===== src/rtl/uart_sender_arbiter_pkg.sv =====
// Shared types for the UART sender arbiter.
//   matrix_element_t : one matrix cell value as handed to the element sender
//   sender_job_t     : one captured sender job (value + formatting flags)
//   arb_state_t      : arbiter FSM states
package uart_sender_arbiter_pkg;

    localparam int ELEM_W       = 8;
    localparam int SENDER_REQ_N = 3;   // echo, display, calc result

    typedef logic [ELEM_W-1:0] matrix_element_t;

    typedef struct packed {
        matrix_element_t data;
        logic            last_col;
        logic            nl_only;
        logic            id;
    } sender_job_t;

    typedef enum logic [1:0] {
        ST_IDLE  = 2'd0,
        ST_ISSUE = 2'd1,
        ST_BUSY  = 2'd2,
        ST_HOLD  = 2'd3
    } arb_state_t;

endpackage


===== src/rtl/uart_sender_arbiter_rr_pick.sv =====
// Combinational round-robin picker.
//   pending : request vector, one bit per requester
//   ptr     : index of the last granted requester
//   winner  : first pending index strictly after ptr, wrapping (ptr itself last)
//   valid   : any request pending
module uart_sender_arbiter_rr_pick #(
    parameter int N_REQ = 3,
    parameter int IDX_W = $clog2(N_REQ)
) (
    input  logic [N_REQ-1:0] pending,
    input  logic [IDX_W-1:0] ptr,
    output logic [IDX_W-1:0] winner,
    output logic             valid
);

    int idx;

    // Scan from farthest to nearest so the nearest pending slot after ptr
    // is the last one written and therefore wins.
    always_comb begin
        winner = ptr;
        valid  = |pending;
        idx    = 0;
        for (int k = N_REQ; k >= 1; k--) begin
            idx = (int'(ptr) + k) % N_REQ;
            if (pending[idx[IDX_W-1:0]])
                winner = idx[IDX_W-1:0];
        end
    end

endmodule


===== src/rtl/uart_sender_arbiter.sv =====
// Round-robin arbiter sharing one UART element sender between N_REQ requesters.
// Each requester's start pulse and fields are captured into a slot; one job at
// a time is forwarded to the sender and a done pulse is returned to its owner.
// An owner holding req_lock keeps the sender between jobs (uninterleaved dump).
//   req_*  : per-requester start pulse, job fields, lock level; req_done pulse back
//   snd_*  : job to the sender (start pulse + fields held for the whole job), snd_done back
//   grant_idx : current/last owner, busy : FSM not idle, ovf_err : sticky start-while-pending
module uart_sender_arbiter
    import uart_sender_arbiter_pkg::*;
#(
    parameter int N_REQ = SENDER_REQ_N,
    parameter int IDX_W = $clog2(N_REQ)
) (
    input  logic                               clk,
    input  logic                               rst_n,
    input  logic            [N_REQ-1:0]        req_start,
    input  matrix_element_t [N_REQ-1:0]        req_data,
    input  logic            [N_REQ-1:0]        req_is_last_col,
    input  logic            [N_REQ-1:0]        req_newline_only,
    input  logic            [N_REQ-1:0]        req_id,
    input  logic            [N_REQ-1:0]        req_lock,
    output logic            [N_REQ-1:0]        req_done,
    output logic                               snd_start,
    output matrix_element_t                    snd_data,
    output logic                               snd_is_last_col,
    output logic                               snd_newline_only,
    output logic                               snd_id,
    input  logic                               snd_done,
    output logic            [IDX_W-1:0]        grant_idx,
    output logic                               busy,
    output logic                               ovf_err
);

    arb_state_t       state;
    logic [N_REQ-1:0] pending;
    logic [IDX_W-1:0] rr_ptr;
    sender_job_t      slot [N_REQ];
    sender_job_t      snd_job;   // held between jobs so snd_* never glitch to 0
    logic [IDX_W-1:0] pick_idx;
    logic             pick_valid;

    uart_sender_arbiter_rr_pick #(.N_REQ(N_REQ), .IDX_W(IDX_W)) u_pick (
        .pending (pending),
        .ptr     (rr_ptr),
        .winner  (pick_idx),
        .valid   (pick_valid)
    );

    assign snd_data         = snd_job.data;
    assign snd_is_last_col  = snd_job.last_col;
    assign snd_newline_only = snd_job.nl_only;
    assign snd_id           = snd_job.id;
    assign busy             = (state != ST_IDLE);

    always_ff @(posedge clk or negedge rst_n) begin
        if (!rst_n) begin
            state     <= ST_IDLE;
            pending   <= '0;
            rr_ptr    <= '0;
            grant_idx <= '0;
            snd_start <= 1'b0;
            snd_job   <= '0;
            req_done  <= '0;
            ovf_err   <= 1'b0;
            for (int i = 0; i < N_REQ; i++)
                slot[i] <= '0;
        end else begin
            req_done <= '0;

            // Capture runs in every state; a second start on a busy slot is dropped.
            for (int i = 0; i < N_REQ; i++) begin
                if (req_start[i]) begin
                    if (pending[i]) begin
                        ovf_err <= 1'b1;
                    end else begin
                        pending[i] <= 1'b1;
                        slot[i]    <= '{data:     req_data[i],
                                        last_col: req_is_last_col[i],
                                        nl_only:  req_newline_only[i],
                                        id:       req_id[i]};
                    end
                end
            end

            case (state)
                ST_IDLE: begin
                    if (pick_valid) begin
                        grant_idx <= pick_idx;
                        snd_job   <= slot[pick_idx];
                        snd_start <= 1'b1;
                        state     <= ST_ISSUE;
                    end
                end
                ST_ISSUE: begin
                    // pending is still set here, so a same-slot start this cycle overflows
                    snd_start          <= 1'b0;
                    pending[grant_idx] <= 1'b0;
                    state              <= ST_BUSY;
                end
                ST_BUSY: begin
                    if (snd_done) begin
                        req_done[grant_idx] <= 1'b1;
                        if (req_lock[grant_idx]) begin
                            state <= ST_HOLD;
                        end else begin
                            rr_ptr <= grant_idx;
                            state  <= ST_IDLE;
                        end
                    end
                end
                ST_HOLD: begin
                    // Owner is served again without rearbitration.
                    if (pending[grant_idx]) begin
                        snd_job   <= slot[grant_idx];
                        snd_start <= 1'b1;
                        state     <= ST_ISSUE;
                    end else if (!req_lock[grant_idx]) begin
                        rr_ptr <= grant_idx;
                        state  <= ST_IDLE;
                    end
                end
                default: state <= ST_IDLE;
            endcase
        end
    end

endmodule


===== config.mk =====
export PLATFORM = sky130hd
export DESIGN_NAME = uart_sender_arbiter
export DESIGN_NICKNAME = d
export VERILOG_FILES = /design/src/rtl/uart_sender_arbiter_pkg.sv /design/src/rtl/uart_sender_arbiter_rr_pick.sv /design/src/rtl/uart_sender_arbiter.sv
export SDC_FILE = /design/constraint.sdc
export NUM_CORES = 1
export LEC_CHECK = 0
export CAP_MARGIN = 25
export CORE_MARGIN = 4
export CORE_UTILIZATION = 46
export DETAILED_ROUTE_END_ITERATION = 7
export PLACE_DENSITY_LB_ADDON = 0.3
export REMOVE_ABC_BUFFERS = 1
export SETUP_SLACK_MARGIN = 0.05
export SLEW_MARGIN = 10
export SYNTH_ARGS = -nofsm -noshare
export SYNTH_HDL_FRONTEND = slang
export SYNTH_HIERARCHICAL = 1
export SYNTH_SLANG_ARGS = --single-unit

===== constraint.sdc =====
create_clock -name clk -period 2.25 [get_ports clk]
set_input_delay 0.45 -clock clk [delete_from_list [all_inputs] [get_ports clk]]
set_output_delay 0.45 -clock clk [all_outputs]
set_load 0.01 [all_outputs]

Yosys cells after proc, flatten, opt, wreduce, memory -nomap -nowiden
Cells that the tools add are included.
{ "totals": {"regBits": 58, "output_inout_bits": 19} }
{ "op_classes": {"n_addsub": 3, "div": 3, "order_cmp": 7, "n_eq_ne": 8, "muxes": 49, "n_bitwise": 7, "n_reduce_logical": 15} }
{ "ops": {"columns": ["cell", "n"], "rows": [
  ["$mod A32 B3 Y32 const B", 3],
  ["$mux W11", 6],
  ["$bmux W11 S2", 2],
  ["$mux W2", 11],
  ["$pmux W11 S2", 1],
  ["$mux W1", 17],
  ["$lt A2 B3 Y1 const B", 4],
  ["$reduce_and A3 Y1", 4],
  ["$bmux W1 S2", 5],
  ["$mux W3", 3],
  ["$ne A2 B2 Y1 const B", 4],
  ["$pmux W2 S4", 1],
  ["$reduce_and A2 Y1", 4],
  ["$add A2 B2 Y3 const B", 2],
  ["$ge A3 B3 Y1 const B", 2],
  ["$not A2 Y3", 2],
  ["$reduce_bool A2 Y1", 3],
  ["$eq A2 B2 Y1 const B", 2],
  ["$pmux W2 S2", 1],
  ["$add A2 B1 Y3 const B", 1],
  ["$and A3 B3 Y3", 1],
  ["$ne A3 B3 Y1 const B", 1],
  ["$not A1 Y1", 3],
  ["$not A3 Y3", 1],
  ["8 further kinds", 8]
]} }

Longest topological paths before layout
Gate-level depths: netlist (run 1).
{ "logic_depth": {"depth_word": 13, "depth_mapped": 11, "ltp_nobuf": 10} }

Hierarchy
The synthesis (run 1) kept the hierarchy.
{ "modules_own_cells": {"columns": ["mod", "instances", "cells_each", "area_per_inst_um2"], "rows": [
  ["uart_sender_arbiter", 1, 226, 2850.2],
  ["uart_sender_arbiter_rr_pick", 1, 28, 176.4]
]} }

Least setup slack after synthesis (run 1)
Ideal clock, no wire load.
{ "synth_path": {"path_type": "register -> register", "start": "register rr_ptr[0]", "end": "register snd_job (netlist bit snd_data[0])", "t_arrival_ns": 2.156, "setup_slack_ns": -0.028, "path_stages_with_launch": 10, "n_path_buf": 1, "period_less_slack_ns": 2.278, "path_cell_list": "dfrtp_1 -> inv_1 -> ha_1 -> o211ai_1 -> o21ai_0 -> o21ai_1 -> buf_2 -> mux2i_1 -> o21ai_0 -> o221a_2"} }
{ "synth_between": {"elab_chain_cells": 13, "elab_cells_between_ends": 21, "cone_classes": "add/sub: 3; div: 3; mux: 14; bitwise: 1"} }
{ "synth_lines": {"columns": ["item", "line_no", "rtl"], "rows": [
  ["start, declared", "uart_sender_arbiter.sv:36", "logic [IDX_W-1:0] rr_ptr;"],
  ["start signal, assigned", "uart_sender_arbiter.sv:106", "rr_ptr <= grant_idx;"],
  ["start signal, assigned", "uart_sender_arbiter.sv:118", "rr_ptr <= grant_idx;"],
  ["$add A2 B2 Y3", "uart_sender_arbiter_rr_pick.sv:25", "idx = (int'(ptr) + k) % N_REQ;"],
  ["$mod A32 B3 Y32", "uart_sender_arbiter_rr_pick.sv:25", null],
  ["$bmux W1 S2", "uart_sender_arbiter_rr_pick.sv:26", "if (pending[idx[IDX_W-1:0]])"],
  ["$mux W1 (not written as such)", "uart_sender_arbiter_rr_pick.sv:26", null],
  ["$mux W2 (2 in series)", "uart_sender_arbiter_rr_pick.sv:26", null],
  ["$mux W2 (*)", "uart_sender_arbiter_rr_pick.sv:26", null],
  ["named net pick_idx[1]", "uart_sender_arbiter.sv:39", "logic [IDX_W-1:0] pick_idx;"],
  ["$not A2 Y3 (not written as such) (*)", "uart_sender_arbiter.sv:89", "snd_job <= slot[pick_idx];"],
  ["$bmux W11 S2 (*)", "uart_sender_arbiter.sv:89", null],
  ["$mux W11 (not written as such) (*) (2 in series)", "uart_sender_arbiter.sv:89", null],
  ["$mux W11 (*)", "uart_sender_arbiter.sv:87", "if (pick_valid) begin"],
  ["$pmux W11 S2 (*)", "uart_sender_arbiter.sv:85", "case (state)"],
  ["end signal, assigned", "uart_sender_arbiter.sv:89", null],
  ["end signal, assigned", "uart_sender_arbiter.sv:114", "snd_job <= slot[grant_idx];"],
  ["end, declared", "uart_sender_arbiter.sv:38", "sender_job_t snd_job;"]
]} }
Mark *: on every way through the listed nets, which the timed path passes. The rest lies on a longest branch. The select of a mux whose other input is x is not followed.
A chain may end at the register's enable or synchronous reset.

Final worst setup path (run 1)
{ "layout_path": {"start": "register rr_ptr[1]", "end": "register snd_job (netlist bit snd_data[5])"} }
Same word-level chain as after synthesis.

==> results by group, run 1 <==
Outcome
  – Status: finished, final reports clean

Global routing
  – Initial antenna violation count: 0
  – GR Overflow Total: 0
  – Vias in the first global route: 2437
  – GRT Overall Usage: 0.203
  – Pin count of the biggest net entering global routing: 59
  – First-pass GRT wire length: 12100 um

Critical path
  – CP max stage cell: dfrtp_1
  – Worst-path maximum fanout: 6
  – CP startpoint kind: register
  – CP max stage delay: 0.44 ns
  – Kind of critical path: register to register
  – CP required: 2.46 ns
  – Reg-to-reg slack, setup: 0.11 ns
  – Crit path DAT: 2.35 ns
  – Crit-path cells: ha_4 -> nor2b_1 -> o21ai_2 -> a21o_1 -> o21ai_2 -> buf_12 -> buf_12 -> mux2i_1 -> nor2_1 -> a211oi_2 -> a311oi_2
  – CP Capture Type: register

STA
  – Clock skew: 0.00417 ns
  – Final Cycle Share: 0.951
  – Tightest hold margin: 0.253 ns
  – Final hold vios: 0
  – Count of final setup violators: 0
  – Post-route setup TNS: 0 ns
  – Fmax: 0.467 GHz
  – Pins Over Slew Limit: 0
  – Tmin final: 2.14 ns
  – Least-Margin Pin Slew: 0.734 ns
  – Worst slew margin: 0.511
  – Unrepaired setup endpoints after global routing: yes

Power and ir drop
  – Sequential Power Share: 0.304
  – Internal power: 0.00427 W
  – Net switching power figure: 0.00263 W
  – Clock share of power: 0.132
  – Static leakage: 1.68 nW
  – VDD IR-drop max: 0.805 mV
  – Power Density: 1690 nW/um^2
  – Sw Share: 0.380
  – Total power: 0.00690 W
  – Comb pwr share: 0.564

Die
  – Die footprint: 7940 sq um
  – Initial Util: 0.474
  – Die Height: 89.1 um
  – Standard-cell row count: 29
  – Die W: 89.1 um
  – Core area: 6390 sq um
  – Ports: 61

Clocking
  – Num CTS Buffers: 9
  – H-tree level count: 3
  – Clk root buf: clkbuf_8
  – CTS tree: yes
  – Hold-fix buffers, CTS: 0
  – Clk pin slew, worst setup/hold paths: 0.06 ns
  – Skew-Pair Late Insertion Delay: 0.34 ns
  – # clock sinks: 58
  – Clock Tree Buf Depth: 2

Synthesis
  – Seq/Total Area, Yosys: 0.480
  – Register bit total from synthesis: 58
  – Mapped Avg Cell Area: 11.9 sq um
  – Post-Syn Instances: 254
  – Main flop type after synthesis: dfrtp_1
  – Count of cell types in the netlist: 41
  – Synth Warn #: 6
  – EDFF count, synth: 0
  – Async SR Flop Fraction: 1.00
  – Post-synthesis instance area: 3030 sq um

Final layout
  – Final instance area: 4080 sq um
  – Nets@finish: 375
  – Share of cells above drive strength 1: 0.332
  – Commonest non-fill, non-tap cell in the layout: clkdlybuf4s50_1
  – Most frequent cells in the layout: 59 x clkdlybuf4s50_1, 58 x dfrtp_1, 47 x mux2_2
  – Area Overhead vs Synth: 34.7%
  – Fillers: 509
  – ANT cells: 0
  – Fin cells: 411

Run
  – Max-Cap Viols: 0

Drt
  – Routed Wire Length: 7530 um
  – Drt initial violations: 106
  – DR vias/cell: 5.71
  – Via Count: 2346
  – Antenna Nets Post-Route: 0
  – WL/cell: 18.3 um
  – Remaining DRCs: 0
  – 1st-pass router iterations: 4

Placed design
  – Routability cong.: 0.796
  – DP HPWL: 5050 um
  – Placed cell areas: 3770 sq um
  – Placed cells: 391
  – Number of port buffers: 60

Worst hold path
  – HP Class: input pin to async pin
## Yosys cell counts, types with 3 or more instances
master,n,share of area
o221a_2,9,0.033
buf_2,7,0.012
nand2_1,15,0.019
nand3b_1,3,0.0074
mux2i_1,13,0.043
nor2b_1,7,0.014
inv_1,7,0.0087
buf_6,3,0.011
ha_1,3,0.012
o21ai_0,15,0.025
a221o_1,10,0.033
mux2_2,47,0.17
o211ai_1,3,0.0074
nand2b_1,3,0.0062
nand3_1,3,0.0050
o22ai_1,3,0.0062
a31oi_1,3,0.0062
dfrtp_1,58,0.48
nor2_1,6,0.0074
clkbuf_1,5,0.0062
a21oi_1,7,0.012
## kinds of logic after synthesis
group,Yosys count,share of synthesized area
compound gates,62,0.161
mux,61,0.225
flops,58,0.480
simple gates,46,0.0794
buf+inv,24,0.0426
fa+ha+maj,3,0.0124
## timing repair
item | in CTS | in global routing
pin swaps | 2 | 13
gates resized for setup | 8 | 9
cloned | 1 | 0
buffers inserted | 2 | 2
endpoints found under the setup margin | 10 | 11
## path summary, 6_finish.rpt
check / start / end / depth (start not counted)
worst max-delay path: rr_ptr[1] / snd_data[5] / 11
worst min-delay path: rst_n / state[1] / 2
worst max register to register: rr_ptr[1] / snd_data[5] / 11
worst min register to register: ovf_err / ovf_err / 2
max in group asynchronous: rst_n / req_done[2] / 2
min in group clk: ovf_err / ovf_err / 2
## sequential cells by signal, summed over array words and instances (netlist names)
signal and flops:
snd_newline_only 1, snd_is_last_col 1, grant_idx 2, ovf_err 1, pending 3, snd_id 1
slot 33, snd_start 1, req_done 3, rr_ptr 2, snd_data 8, state 2
## metal layers
metal  part of all wire  global-route usage  vias up
met2               0.48               0.326       66
met3              0.050              0.0424       15
li1                   -                   -     1102
met5                  0                   0        -
met1               0.45               0.267     1163
met4              0.019              0.0825        0
## stage by stage
stage	utilization	setup WS [ns]
2_1_floorplan	-	-0.560
3_3_place_gp	0.590	0.0677
3_5_place_dp	0.590	-0.0586
4_1_cts	0.635	0.0717
5_1_grt	0.639	0.0230
6_report	0.639	0.110
## worst max-delay path: cells and delay by family (launching register included)
| family | cells | cell delay [ns] |
|---|---|---|
| mux | 1 | 0.18 |
| flops | 1 | 0.44 |
| buf+inv | 2 | 0.28 |
| compound gates | 5 | 0.58 |
| fa+ha+maj | 1 | 0.31 |
| simple gates | 2 | 0.23 |
## power by group through the flow
stage | clock [W] | combinational [W] | sequential [W]
after floorplan | 0 | 0.00215 | 0.00202
after global placement | 0 | 0.00333 | 0.00208
after detailed placement | 0 | 0.00344 | 0.00209
after CTS | 0.000934 | 0.00381 | 0.00208
after global routing | 0.000979 | 0.00422 | 0.00216
final | 0.000911 | 0.00389 | 0.00210
## layout make-up
class / instances / area (sq um) / area share
inverter: 7 / 26.3 / 0.00644
sequential: 58 / 1450 / 0.356
timing repair buffer: 82 / 822 / 0.202
tap: 77 / 96.3 / 0.0236
multi-input combinational: 172 / 1490 / 0.366
clock inverter: 2 / 10.0 / 0.00245
clock buffer: 13 / 179 / 0.0439
Note: power is estimated with default switching activity, not from simulation.
==> inputs of run 2 (changes only) <==
Settings changed: RECOVER_POWER set to 50.
==> results by group, run 2 (synthesis results as in run 1) <==
STA
  – Fmax: 0.467 GHz (about the same)
  – Clock skew: 0.00431 ns (was 0.00417 ns)
  – Worst slew margin: 0.0431 (was 0.511)
  – Final Cycle Share: 0.951 (about the same)
  – Unrepaired setup endpoints after global routing: yes (unchanged)
  – Final hold vios: 0 (unchanged)
  – Tmin final: 2.14 ns (about the same)
  – Least-Margin Pin Slew: 1.44 ns (was 0.734 ns)
  – Count of final setup violators: 0 (unchanged)
  – Post-route setup TNS: 0 ns (unchanged)
  – Pins Over Slew Limit: 0 (unchanged)

Critical path
  – Reg2reg end: snd_data[5] (unchanged)
  – CP Capture Type: register (unchanged)
  – Crit path DAT: 2.35 ns (about the same)
  – CP required: 2.46 ns (about the same)
  – Crit Reg-Reg Startpoint: rr_ptr[1] (unchanged)
  – Delay-heaviest family, CP: compound AO/OA/AOI/OAI gates (unchanged)
  – Reg-to-reg slack, setup: 0.11 ns (about the same)
  – Worst-case reg-to-reg path depth: 11 (unchanged)
  – Kind of critical path: register to register (unchanged)
  – CP max stage cell: dfrtp_1 (unchanged)
  – CP max stage delay: 0.44 ns (about the same)
  – Worst-path maximum fanout: 6 (unchanged)
  – Critical path launch point: rr_ptr[1] (unchanged)
  – CP startpoint kind: register (unchanged)
  – Bufs and invs on worst path: 2 (unchanged)
  – Crit-path cells: ha_4 -> nor2b_1 -> o21ai_2 -> a21o_1 -> o21ai_2 -> buf_12 -> buf_12 -> mux2i_1 -> nor2_1 -> a211oi_2 -> a311oi_2 (unchanged)

Die
  – Ports: 61 (unchanged)
  – Die W: 89.1 um (unchanged)
  – Die footprint: 7940 sq um (unchanged)
  – Core area: 6390 sq um (unchanged)
  – Initial Util: 0.474 (unchanged)
  – Die Height: 89.1 um (unchanged)
  – Standard-cell row count: 29 (unchanged)

Final layout
  – ANT cells: 0 (unchanged)
  – Final core utilization: 0.637 (was 0.639)
  – Area Overhead vs Synth: 34.4% (was 34.7%)
  – Share of cells above drive strength 1: 0.326 (was 0.332)
  – Most flops, register: slot (unchanged)
  – Fillers: 514 (was 509)
  – Nets@finish: 375 (unchanged)
  – Fin cells: 411 (unchanged)
  – Commonest non-fill, non-tap cell in the layout: dfrtp_1 (was clkdlybuf4s50_1)
  – Most frequent cells in the layout: 58 x dfrtp_1, 57 x clkdlybuf4s50_1, 47 x mux2_2 (was 59 x clkdlybuf4s50_1, 58 x dfrtp_1, 47 x mux2_2)
  – Number of flip-flops in the largest register: 33 (unchanged)

Drt
  – DR vias/cell: 5.76 (was 5.71)
  – Drt initial violations: 110 (was 106)
  – Antenna Nets Post-Route: 0 (unchanged)
  – WL/cell: 18.2 um (was 18.3 um)
  – Remaining DRCs: 0 (unchanged)
  – 1st-pass router iterations: 5 (was 4)
  – Routed Wire Length: 7480 um (was 7530 um)
  – Via Count: 2366 (was 2346)

Worst hold path
  – Hold Path End: ovf_err
  – Hold Path Stages: 2
  – HP Class: register to register (was input pin to async pin)
  – Hold Startpoint: ovf_err

Run
  – Max-Cap Viols: 0 (unchanged)

Placed design
  – Number of port buffers: 60 (unchanged)
  – Placed cells: 391 (unchanged)
  – Routability cong.: 0.796 (unchanged)
  – DP HPWL: 5050 um (unchanged)

Clocking
  – Clock Tree Buf Depth: 2 (unchanged)
  – CTS tree: yes (unchanged)
  – Hold-fix buffers, CTS: 0 (unchanged)
  – Skew-Pair Late Insertion Delay: 0.34 ns (about the same)
  – Clk root buf: clkbuf_8 (unchanged)
  – Clk pin slew, worst setup/hold paths: 0.06 ns (about the same)
  – Num CTS Buffers: 9 (unchanged)
  – H-tree level count: 3 (unchanged)
  – # clock sinks: 58 (unchanged)

Global routing
  – Met2 usage: 0.326 (unchanged)
  – Initial antenna violation count: 0 (unchanged)
  – Pin count of the biggest net entering global routing: 59 (unchanged)
  – Vias in the first global route: 2437 (unchanged)
  – Met1 Use GR: 0.267 (unchanged)
  – GR Overflow Total: 0 (unchanged)
  – Layer with the highest usage: met2 (unchanged)
  – GR Util met3: 0.0424 (unchanged)
  – First-pass GRT wire length: 12100 um (unchanged)
  – GRT Overall Usage: 0.203 (unchanged)

Power and ir drop
  – Power Density: 1690 nW/um^2 (about the same)
  – VDD IR-drop max: 0.806 mV (was 0.805 mV)
  – Static leakage: 1.67 nW (was 1.68 nW)

Outcome
  – Status: finished, final reports clean (unchanged)
==> run 2: cell types whose count changed in the layout (fill, tap and decap cells not counted), sizes merged <==
cell	change
buf	-3
dlygate4sd3	+2
clkdlybuf4s50	-2
clkbuf	+3
==> run 2: stage by stage <==
| stage | cell area (sq um) | setup slack, ns | hold slack [ns] | total power (W) |
|---|---|---|---|---|
| global route | 4070 | 0.0230 | 0.507 | 0.00735 |
| CTS | 4050 | 0.0717 | 0.283 | 0.00683 |
| floorplan | 2920 | -0.560 | 0.154 | 0.00417 |
| detailed placement | 3770 | -0.0586 | 0.459 | 0.00553 |
| global placement | 3770 | 0.0677 | 0.455 | 0.00541 |
| finish | 4070 | 0.109 | 0.470 | 0.00687 |
==> run 2: how the worst max path moves through the flow <==
| stage | end | slack [ns] | cells past startpoint |
|---|---|---|---|
| after detailed placement | snd_data[5] | -0.06 | 11 |
| after floorplan | snd_data[0] | -0.56 | 9 |
| after global placement | snd_data[5] | 0.07 | 10 |
| after global routing | snd_data[5] | 0.02 | 10 |
| final | snd_data[5] | 0.11 | 11 |
| after CTS | snd_data[5] | 0.07 | 12 |
==> run 2: layout make-up <==
class | count | area, sq um | area share
repair buffers | 82 | 812 | 0.200
well taps | 77 | 96.3 | 0.0237
multi-input cells | 172 | 1490 | 0.367
clock buffers | 13 | 179 | 0.0440
inverters | 7 | 26.3 | 0.00646
flip-flops and latches | 58 | 1450 | 0.357
clock inverters | 2 | 10.0 | 0.00246
==> run 2: timing repair <==
action | CTS | global route
setup endpoints to repair | 10 | 11
pin swaps | 2 | 13
gates cloned | 1 | 0
resized for setup | 8 | 9
setup buffers | 2 | 2
==> run 2: power breakdown <==
group	internal (W)	switching [W]	total, W
registers	0.00156	0.000534	0.00210
clock network	0.000510	0.000400	0.000910
logic	0.00219	0.00167	0.00387
total	0.00426	0.00261	0.00687
==> run 2: tightest hold or removal path: cells and delay by family (launching register included) <==
| family | cells | cell delay (ns) |
|---|---|---|
| flip-flops | 1 | 0.34 |
| AO/OA/AOI/OAI | 1 | 0.04 |
| AND/OR/NAND/NOR | 1 | 0.05 |
==> run 2: layer usage <==
metal	up-vias	share of wire
met5	-	0
met4	0	0.020
met3	17	0.061
met2	82	0.49
met1	1165	0.43
li1	1102	-
